## config.mk

```make
export PLATFORM = sky130hd
export DESIGN_NAME = btn_conditioner
export DESIGN_NICKNAME = d
export VERILOG_FILES = /design/src/rtl/btn_conditioner.sv
export SDC_FILE = /design/constraint.sdc
export NUM_CORES = 1
export LEC_CHECK = 0
export ABC_AREA = 1
export CORE_MARGIN = 2
export CORE_UTILIZATION = 54
export CTS_BUF_LIST = sky130_fd_sc_hd__clkbuf_2
export CTS_CLUSTER_SIZE = 40
export DETAILED_ROUTE_END_ITERATION = 8
export PLACE_DENSITY = 0.81
export SYNTH_ARGS = -nofsm -noshare
export SYNTH_HDL_FRONTEND = slang
export SYNTH_SLANG_ARGS = --single-unit
```

## constraint.sdc

```tcl
create_clock -name clock -period 1.55 [get_ports clock]
set_input_delay 0.155 -clock clock [delete_from_list [all_inputs] [get_ports clock]]
set_output_delay 0.155 -clock clock [all_outputs]
set_load 0.02 [all_outputs]
```

## src/rtl/btn_conditioner.sv

```systemverilog
// Button/switch input conditioner: 2-FF synchronizers, per-button debounce,
// one-cycle press pulses and a switch snapshot. Optional macro BTN_ONEHOT_PULSE_EN.
module btn_conditioner #(
  parameter int NB_INPUT_SELECT = 3,
  parameter int NB_DATA_IN      = 8,
  parameter int DEBOUNCE_CYCLES = 4
) (
  input  logic                       clock,
  input  logic                       i_rst,
  input  logic [NB_INPUT_SELECT-1:0] i_btn,
  input  logic [NB_DATA_IN-1:0]      i_sw_data,
  output logic [NB_INPUT_SELECT-1:0] o_btn_level,
  output logic [NB_INPUT_SELECT-1:0] o_btn_pulse,
  output logic [NB_DATA_IN-1:0]      o_sw_data
);

  localparam int NB_CNT = $clog2(DEBOUNCE_CYCLES + 1);
  localparam logic [NB_CNT-1:0] CNT_LAST = NB_CNT'(DEBOUNCE_CYCLES - 1);
  localparam logic [NB_CNT-1:0] CNT_ZERO = NB_CNT'(0);
  localparam logic [NB_CNT-1:0] CNT_ONE  = NB_CNT'(1);

  logic [NB_INPUT_SELECT-1:0] btn_sync1_r, btn_sync2_r;
  logic [NB_DATA_IN-1:0]      sw_sync1_r, sw_sync2_r;
  logic [NB_CNT-1:0]          cnt_r [NB_INPUT_SELECT];
  logic [NB_INPUT_SELECT-1:0] level_r, pulse_r;
  logic [NB_DATA_IN-1:0]      sw_data_r;

  logic [NB_INPUT_SELECT-1:0] flip_s, rise_s, pulse_s;
  logic                       capture_s;

  // Flip decision per button and the resulting pulse candidates
  always_comb begin
    flip_s = {NB_INPUT_SELECT{1'b0}};
    for (int i = 0; i < NB_INPUT_SELECT; i++) begin
      if ((btn_sync2_r[i] != level_r[i]) && (cnt_r[i] == CNT_LAST)) begin
        flip_s[i] = 1'b1;
      end else begin
        flip_s[i] = 1'b0;
      end
    end
    rise_s = flip_s & ~level_r;
`ifdef BTN_ONEHOT_PULSE_EN
    // Two's-complement trick isolates the lowest set bit
    pulse_s = rise_s & (~rise_s + NB_INPUT_SELECT'(1));
`else
    pulse_s = rise_s;
`endif
    capture_s = |pulse_s;
  end

  // Two-stage synchronizers for buttons and switches
  always_ff @(posedge clock) begin
    if (i_rst) begin
      btn_sync1_r <= {NB_INPUT_SELECT{1'b0}};
      btn_sync2_r <= {NB_INPUT_SELECT{1'b0}};
      sw_sync1_r  <= {NB_DATA_IN{1'b0}};
      sw_sync2_r  <= {NB_DATA_IN{1'b0}};
    end else begin
      btn_sync1_r <= i_btn;
      btn_sync2_r <= btn_sync1_r;
      sw_sync1_r  <= i_sw_data;
      sw_sync2_r  <= sw_sync1_r;
    end
  end

  // Debounce counters: count consecutive cycles of disagreement with the level
  always_ff @(posedge clock) begin
    for (int i = 0; i < NB_INPUT_SELECT; i++) begin
      if (i_rst) begin
        cnt_r[i] <= CNT_ZERO;
      end else if (btn_sync2_r[i] == level_r[i]) begin
        cnt_r[i] <= CNT_ZERO;
      end else if (cnt_r[i] == CNT_LAST) begin
        cnt_r[i] <= CNT_ZERO;
      end else begin
        cnt_r[i] <= cnt_r[i] + CNT_ONE;
      end
    end
  end

  // Registered level, pulse and switch snapshot
  always_ff @(posedge clock) begin
    if (i_rst) begin
      level_r   <= {NB_INPUT_SELECT{1'b0}};
      pulse_r   <= {NB_INPUT_SELECT{1'b0}};
      sw_data_r <= {NB_DATA_IN{1'b0}};
    end else begin
      level_r <= level_r ^ flip_s;
      pulse_r <= pulse_s;
      if (capture_s) begin
        sw_data_r <= sw_sync2_r;
      end else begin
        sw_data_r <= sw_data_r;
      end
    end
  end

  assign o_btn_level = level_r;
  assign o_btn_pulse = pulse_r;
  assign o_sw_data   = sw_data_r;

endmodule

```

; Word-level counts from Yosys, hierarchy flattened
; Memories as Yosys holds them, arrays and structs flattened.
; Cells that the tools add are included.
; W data, S select, Z words.
[op_classes]
add_sub_neg = 3
n_eq_ne = 9
muxes = 47
bitwise_logic = 12
reduce_logical = 4
[ops]
columns = cell, count
row1 = $mux W1, 38
row2 = $mux W3, 9
row3 = $add A3 B1 Y3 const B, 3
row4 = $eq A3 B2 Y1 const B, 3
row5 = $or A1 B1 Y1, 9
row6 = $and A3 B3 Y3, 1
row7 = $eq A1 B1 Y1, 3
row8 = $logic_and A1 B1 Y1, 3
row9 = $ne A1 B1 Y1, 3
row10 = $not A3 Y3, 1
row11 = $reduce_or A3 Y1, 1
row12 = $xor A3 B3 Y3, 1
[totals]
regBits = 36
mem_bits_rw = 9
input_bits = 13
out_inout_bits = 14
elab_cells = 83
memories = 1
[mem_list]
columns = name, depth, word_bits, read_ports, rd_clocked_by_memory_dff, write_ports, line_no
row1 = cnt_r, 3, 3, 3, 0, 3, 24  ; logic [NB_CNT-1:0] cnt_r [NB_INPUT_SELECT];

; Logic depth before layout (Yosys ltp)
; Gate-level depths: netlist of run 1.
[depth]
ltp_word = 7
depth_mapped = 8
ltp_nobuf = 7

; Worst setup path after synthesis of run 1
; OpenSTA, ideal clock, no wires.
[synth_timing]
path_kind = flip-flop to flip-flop
startpoint = memory cnt_r[1][0] in the netlist's numbering
endpoint = register sw_data_r[0], in the netlist o_sw_data[0]
setup_ns = 0.113
t_arrival_ns = 1.244
t_required_ns = 1.437
path_slack_ns = 0.193
stages_incl_launch_ff = 8
path_buffers = 1
period_less_slack_ns = 1.357
path_cell_list = edfxtp_1 -> ha_1 -> ha_1 -> nand3_2 -> nand3_4 -> buf_6 -> nor2_1 -> nor2_1
[synth_rtl]
columns = element, line_no
row1 = "start, declared", 24
row2 = "end signal, assigned", 86  ; sw_data_r <= {NB_DATA_IN{1'b0}};
row3 = "end signal, assigned", 91  ; sw_data_r <= sw_sync2_r;
row4 = "end signal, assigned", 93  ; sw_data_r <= sw_data_r;
row5 = "end, declared", 26  ; logic [NB_DATA_IN-1:0] sw_data_r;

; Worst setup path in the final report of run 1
[layout_timing]
startpoint = register pulse_r[0], in the netlist o_btn_pulse[0]
endpoint = output o_btn_pulse[0]
[layout_rtl]
columns = element, line_no
row1 = "start, declared", 25  ; logic [NB_INPUT_SELECT-1:0] level_r, pulse_r;
row2 = "start signal, assigned", 85  ; pulse_r <= {NB_INPUT_SELECT{1'b0}};
row3 = "start signal, assigned", 89  ; pulse_r <= pulse_s;
row4 = "end, declared", 13  ; output logic [NB_INPUT_SELECT-1:0] o_btn_pulse,
; No word-level cell between the ends.

==> metrics, run 1 <==
status=finished clean; max-slew violation count=0; Area Overhead vs Synth=26.3%; commonest non-fill, non-tap cell in the layout=nor2_1; Post-Syn Area=1630 sq um; required time worst endpoint=1.39 ns; Highest Clock Rate=0.674 GHz; n_diodes=0; Fillers=223; Die Width=59.0 microns; setup TNS=0 ns; Final Net Count=243; CTS Buf Count=5; Root Driver=clkbuf_2; slowest stage delay, CP=0.59 ns; htree depth=2; largest net degree at the start of global routing=25; first-pass GRT wire length=4020 microns; reg-to-reg endpoint=o_sw_data[2]; crit path max fanout=1; final non-filler cell total=256; mean post-synth cell area=8.88 sq um; Cells after DPL=247; CP Launch Type=register; FP Rows=19; critical path class=reg2out; RSZ-0062 raised after global routing=false; P_leak=1.03 nW; Final Wtd Congestion=0.777; fin crit share=95.7%; final wirelength=2480 microns; CP Buf/Inv Count=1; Finished Core Util=73.6%; post-route ant nets=0; Setup Viol. Count Final=0; Critical path origin=o_btn_pulse[0]; peak supply drop=0.797 mV; initial antenna violation count=0; Worst Skew=0.0172 ns; Top Ports=27; CTS tree=done; PwrDens=976 nW/um^2; Arr. time, crit path=1.33 ns; register area share after synthesis=60.6%; # clock sinks=45; flip-flop and latch area=991 sq um; initial drt markers=15; layout cells sized above 1=8.89%; Reg clk slew, reported paths=0.20 ns; Gate Count Post-Synth=184; GRT Resource Usage Total=15.6%; Residual DRC=0; FF-to-FF Start=cnt_r[2][0]; Max Cap Viol=0; Via density=4.52; worst-path cell chain=clkdlybuf4s50_1; Reg2Reg Depth=7; maximum clock insertion buffer count=2; minimum clock period=1.48 ns; setup slack, reg-to-reg=0.14 ns; footprint of the multi-input gates=533 sq um; Critical Path End=o_btn_pulse[0]; First-pass DRT Iterations=4; die area=3480 sq um; Critical Path Sink Type=output port; register bit total from synthesis=45; Hold Vio Cnt, Final=0; # port buffers=26; grt ovf=0; vias in the first global route=1033; Worst path slowest cell=clkdlybuf4s50_1; core area=2810 sq um; Worst Hold Class=in2reg; critical path depth=1; HPWL after DPL=1740 microns; Die Height=59.0 microns; starting density of the core=58.3%; worst-skew pair later-pin latency=0.40 ns; CP top delay family=buffers and inverters; wire per inst=9.68 microns; vias=1156; synth warn=0; commonest non-fill, non-tap cells in the layout=nor2_1, inv_1, dfxtp_1; count of cell types in the netlist=18
[cells in the mapped netlist]
cell type,instances,area share [%]
nand2_1,20,4.6
conb_1,1,0.23
nand2_2,2,0.77
buf_6,1,0.69
ha_1,6,4.6
nand3_2,3,1.8
o211ai_1,2,0.92
nand3_4,1,1.1
xor2_1,1,0.54
a21oi_1,5,1.5
inv_1,41,9.4
buf_2,3,0.92
clkinv_1,1,0.23
nor2_1,50,11
dfxtp_1,36,44
edfxtp_1,9,17
nand3_1,1,0.31
inv_2,1,0.23
[state kept, by name, indices dropped and copies added, names as in the netlist, named ones only]
register	count
btn_sync1_r	3
sw_sync2_r	8
o_btn_pulse	3
btn_sync2_r	3
o_sw_data	8
sw_sync1_r	8
cnt_r	9
[report_power, final]
part | switching [mW] | leakage [nW] | total (mW) | internal, mW
sequential | 0.0173 | 0.388 | 1.26 | 1.24
clock | 0.353 | 0.0409 | 0.622 | 0.270
combinational | 0.0713 | 0.604 | 0.136 | 0.0652
total | 0.441 | 1.03 | 2.01 | 1.57
[layer usage]
| layer | vias up | share of wire (%) | routed length [microns] | track usage, % |
|---|---|---|---|---|
| met2 | 25 | 51 | 1260 | 27.6 |
| met5 | - | 0 | 0 | 0 |
| li1 | 611 | - | - | - |
| met4 | 0 | 1.5 | 37 | 5.84 |
| met1 | 514 | 42 | 1050 | 16.5 |
| met3 | 6 | 5.5 | 137 | 6.55 |
[worst register-to-register path, delay by kind of cell (launching register included)]
family | cells | cell delay [ns]
simple gates | 5 | 0.49
fa+ha+maj | 2 | 0.42
flops | 1 | 0.46
[cell type report]
class / instances / share of cell area [%]
Inverter: 43 / 7.82
Clock inverter: 3 / 1.94
Timing Repair Buffer: 28 / 13.3
Tap cell: 31 / 1.88
Clock buffer: 5 / 1.21
Sequential cell: 45 / 48.0
Multi-Input combinational cell: 101 / 25.8
[worst min-delay path by stage]
| stage | startpoint | end | slack [ns] | depth (start not counted) |
|---|---|---|---|---|
| final | i_btn[2] | btn_sync1_r[2] | 0.24 | 3 |
| after global routing | i_btn[2] | btn_sync1_r[2] | 0.18 | 3 |
| after CTS | i_btn[2] | btn_sync1_r[2] | 0.22 | 3 |
| after detailed placement | btn_sync1_r[2] | btn_sync2_r[2] | 0.40 | 2 |
| after global placement | btn_sync1_r[2] | btn_sync2_r[2] | 0.39 | 2 |
| after floorplan | i_btn[0] | btn_sync1_r[0] | 0.26 | 2 |
[per-stage QoR]
stage	setup slack (ns)	power [mW]	hold WS [ns]	area, sq um
finish	0.0660	2.01	0.242	2060
global route	0.00332	2.10	0.184	2060
CTS	0.00203	2.03	0.218	2010
detailed placement	0.0913	1.41	0.396	1950
global placement	0.143	1.41	0.390	1950
floorplan	0.193	1.36	0.262	1660
[kinds of logic (layout without fill, tap and decap cells)]
kind of cell / after synthesis / in the layout / share of synthesized area (%)
AO/OA/AOI/OAI: 7 / 7 / 2.45
XOR/XNOR: 1 / 1 / 0.536
adder cells (fa/ha/maj): 6 / 6 / 4.59
buffers and inverters: 47 / 79 / 11.5
flip-flops: 45 / 45 / 60.6
other: 1 / 9 / 0.229
AND/OR/NAND/NOR: 77 / 78 / 20.1
[what timing repair did]
item                       in CTS  in global routing
cloned                          0                  1
pin swaps                       0                  1
buffers inserted                0                  0
setup endpoints to repair       9                 12
gates resized for setup         9                 11
hold buffers                    0                  0
No activity file was read; power rests on OpenSTA's default activity.
==> run 2, diff against run 1 <==
--- a/config.mk
+++ b/config.mk
@@ -11,6 +11,8 @@
 export CTS_BUF_LIST = sky130_fd_sc_hd__clkbuf_2
 export CTS_CLUSTER_SIZE = 40
 export DETAILED_ROUTE_END_ITERATION = 8
+export GPL_TIMING_DRIVEN = 0
+export MAX_ROUTING_LAYER = met4
 export PLACE_DENSITY = 0.81
 export SYNTH_ARGS = -nofsm -noshare
 export SYNTH_HDL_FRONTEND = slang
==> run 2 against run 1 <==
Against the previous run:
- global-route usage increased by 1.9 points
- sequential cell count unchanged
- worst hold slack about the same
- sequential share of layout area increased by 0.74 points
- non-clock buffer count increased by 4
- clock skew decreased by 0.0084 ns
- design area decreased by 1.5%
- first-iteration DRC count increased to 2.8 times the previous value
- clock power decreased by 29%
- via count decreased by 1.5%
- die area unchanged
- critical endpoint is now o_sw_data[7]
==> metrics, run 2 (synthesis results as in run 1) <==
Net Sw Frac=23.5%; Critical Path End=o_sw_data[7]; # clock sinks=45; P_leak=1.07 nW; Critical Path Sink Type=register; critical path class=reg2reg; required time worst endpoint=1.88 ns; register bank with the most flops=cnt_r; # port buffers=26; crit path max fanout=10; combinational fraction of design power=7.6%; sw power=0.432 mW; vias=1139; CP Launch Type=register; Reg clk slew, reported paths=0.20 ns; Power Total=1.84 mW; Final Wtd Congestion=0.708; first-pass GRT wire length=4310 microns; FP Rows=19; CTS tree=done; slowest stage delay, CP=0.45 ns; vias in the first global route=1100; First-pass DRT Iterations=4; Top Ports=27; initial drt markers=42; core area=2810 sq um; wire length on met1=1040 microns; routed wl met3=111 microns; CP top delay family=flip-flops; Final Net Count=246; max-slew violation count=0; Worst Hold Class=in2reg; Worst Skew=0.00882 ns; Root Driver=clkbuf_2; Die Width=59.0 microns; Arr. time, crit path=1.78 ns; clock power share=24.0%; min-delay src=i_btn[0]; critical path depth=7; worst-skew pair later-pin latency=0.40 ns; Worst path slowest cell=edfxtp_1; worst-path cell chain=ha_1 -> ha_2 -> nand3_2 -> nand3_4 -> buf_6 -> nor2_1 -> nor2_1; htree depth=2; n_diodes=0; minimum clock period=1.45 ns; reg-to-reg endpoint=o_sw_data[7]; CP Buf/Inv Count=1; peak supply drop=0.583 mV; Setup Viol. Count Final=0; DR top layer=met4; CTS Buf Count=5; fin crit share=93.9%; maximum clock insertion buffer count=2; initial antenna violation count=0; grt ovf=0; HPWL after DPL=2050 microns; Max Cap Viol=0; layout cells sized above 1=9.65%; commonest non-fill, non-tap cells in the layout=nor2_1, inv_1, dfxtp_1; largest net degree at the start of global routing=14; FF-to-FF Start=cnt_r[1][0]; Die Height=59.0 microns; GRT Resource Usage Total=17.6%; status=finished clean; final non-filler cell total=259; sequential power share=68.3%; die area=3480 sq um; post-route ant nets=0; max FFs per register=9; setup slack, reg-to-reg=0.1 ns; Via density=4.40; wire per inst=10.1 microns; Area Overhead vs Synth=24.3%; Hold Vio Cnt, Final=0; Residual DRC=0; P_int=1.40 mW; Reg2Reg Depth=7; Cells after DPL=249; Highest Clock Rate=0.687 GHz; wire length on met2=1380 microns; starting density of the core=58.3%; Critical path origin=cnt_r[1][0]; commonest non-fill, non-tap cell in the layout=nor2_1; PwrDens=904 nW/um^2; final wirelength=2620 microns; Top cell by count, worst path=nor2_1
## run 2: cell types whose count changed in the layout (fill, tap and decap cells not counted), sizes merged, moves of 2 or more
| cell | previous run | this run |
|---|---|---|
| buf | 2 | 6 |
| clkinv | 2 | 4 |
| dlymetal6s2s | 4 | 7 |
| dlygate4sd2 | 9 | 7 |
## run 2: worst min-delay path by stage
stage,cells after the start,to,slack (ns)
floorplan,2,btn_sync1_r[0],0.26
global placement,2,sw_sync2_r[4],0.39
detailed placement,2,sw_sync2_r[2],0.39
CTS,3,sw_sync1_r[4],0.23
global route,3,btn_sync1_r[0],0.21
finish,3,btn_sync1_r[0],0.24
## run 2: metal layers
metal	vias to the layer above	GRT usage [%]
met5	-	-
met4	0	10.7
met3	8	4.59
met2	28	31.0
met1	489	17.1
li1	614	-
## run 2: stage by stage
step / worst slack (ns) / hold WS [ns] / utilization, % / setup TNS [ns] / cell area [sq um]
6_report: 0.0953 / 0.242 / 72.4 / 0 / 2030
5_1_grt: -0.00588 / 0.215 / 72.4 / -0.00588 / 2030
4_1_cts: 0.000768 / 0.234 / 71.0 / 0 / 1990
3_5_place_dp: 0.0431 / 0.393 / 70.0 / 0 / 1960
3_3_place_gp: 0.0952 / 0.394 / 70.0 / 0 / 1960
2_1_floorplan: 0.193 / 0.262 / - / 0 / 1660
## run 2: cell type report
type                    count  area (sq um)
fillers                   211           773
multi-input cells         100           493
flip-flops and latches     45           991
clock inverters             3          12.5
well taps                  31          38.8
inverters                  43           161
plain buffers               4          26.3
repair buffers             28           284
clock buffers               5          25.0
## run 2: tightest hold or removal path: cells and delay by family
family | cells | cell delay (ns)
buffers and inverters | 2 | 0.44
and+or+nand+nor | 1 | 0.03
## run 2: repair_timing
item,CTS,global route
pin swaps,0,1
buffers inserted,0,2
resized for setup,7,10
hold buffers,0,0
endpoints found under the setup margin,7,15
## run 2: power groups by stage
stage	Clock [mW]	Combinational, mW	Sequential [mW]
floorplan	0	0.0732	1.28
global placement	0	0.132	1.28
detailed placement	0	0.139	1.28
CTS	0.454	0.138	1.26
global route	0.494	0.160	1.26
finish	0.441	0.140	1.25
==> run 3, diff against run 2 <==
--- a/config.mk
+++ b/config.mk
@@ -6,11 +6,13 @@
 export NUM_CORES = 1
 export LEC_CHECK = 0
 export ABC_AREA = 1
+export ABC_CLOCK_PERIOD_IN_PS = 1550
 export CORE_MARGIN = 2
 export CORE_UTILIZATION = 54
 export CTS_BUF_LIST = sky130_fd_sc_hd__clkbuf_2
 export CTS_CLUSTER_SIZE = 40
 export DETAILED_ROUTE_END_ITERATION = 8
+export GPL_ROUTABILITY_DRIVEN = 0
 export GPL_TIMING_DRIVEN = 0
 export MAX_ROUTING_LAYER = met4
 export PLACE_DENSITY = 0.81
==> results of run 3 <==
Same layout as run 2: the final DEF is identical, and so are final timing and power.
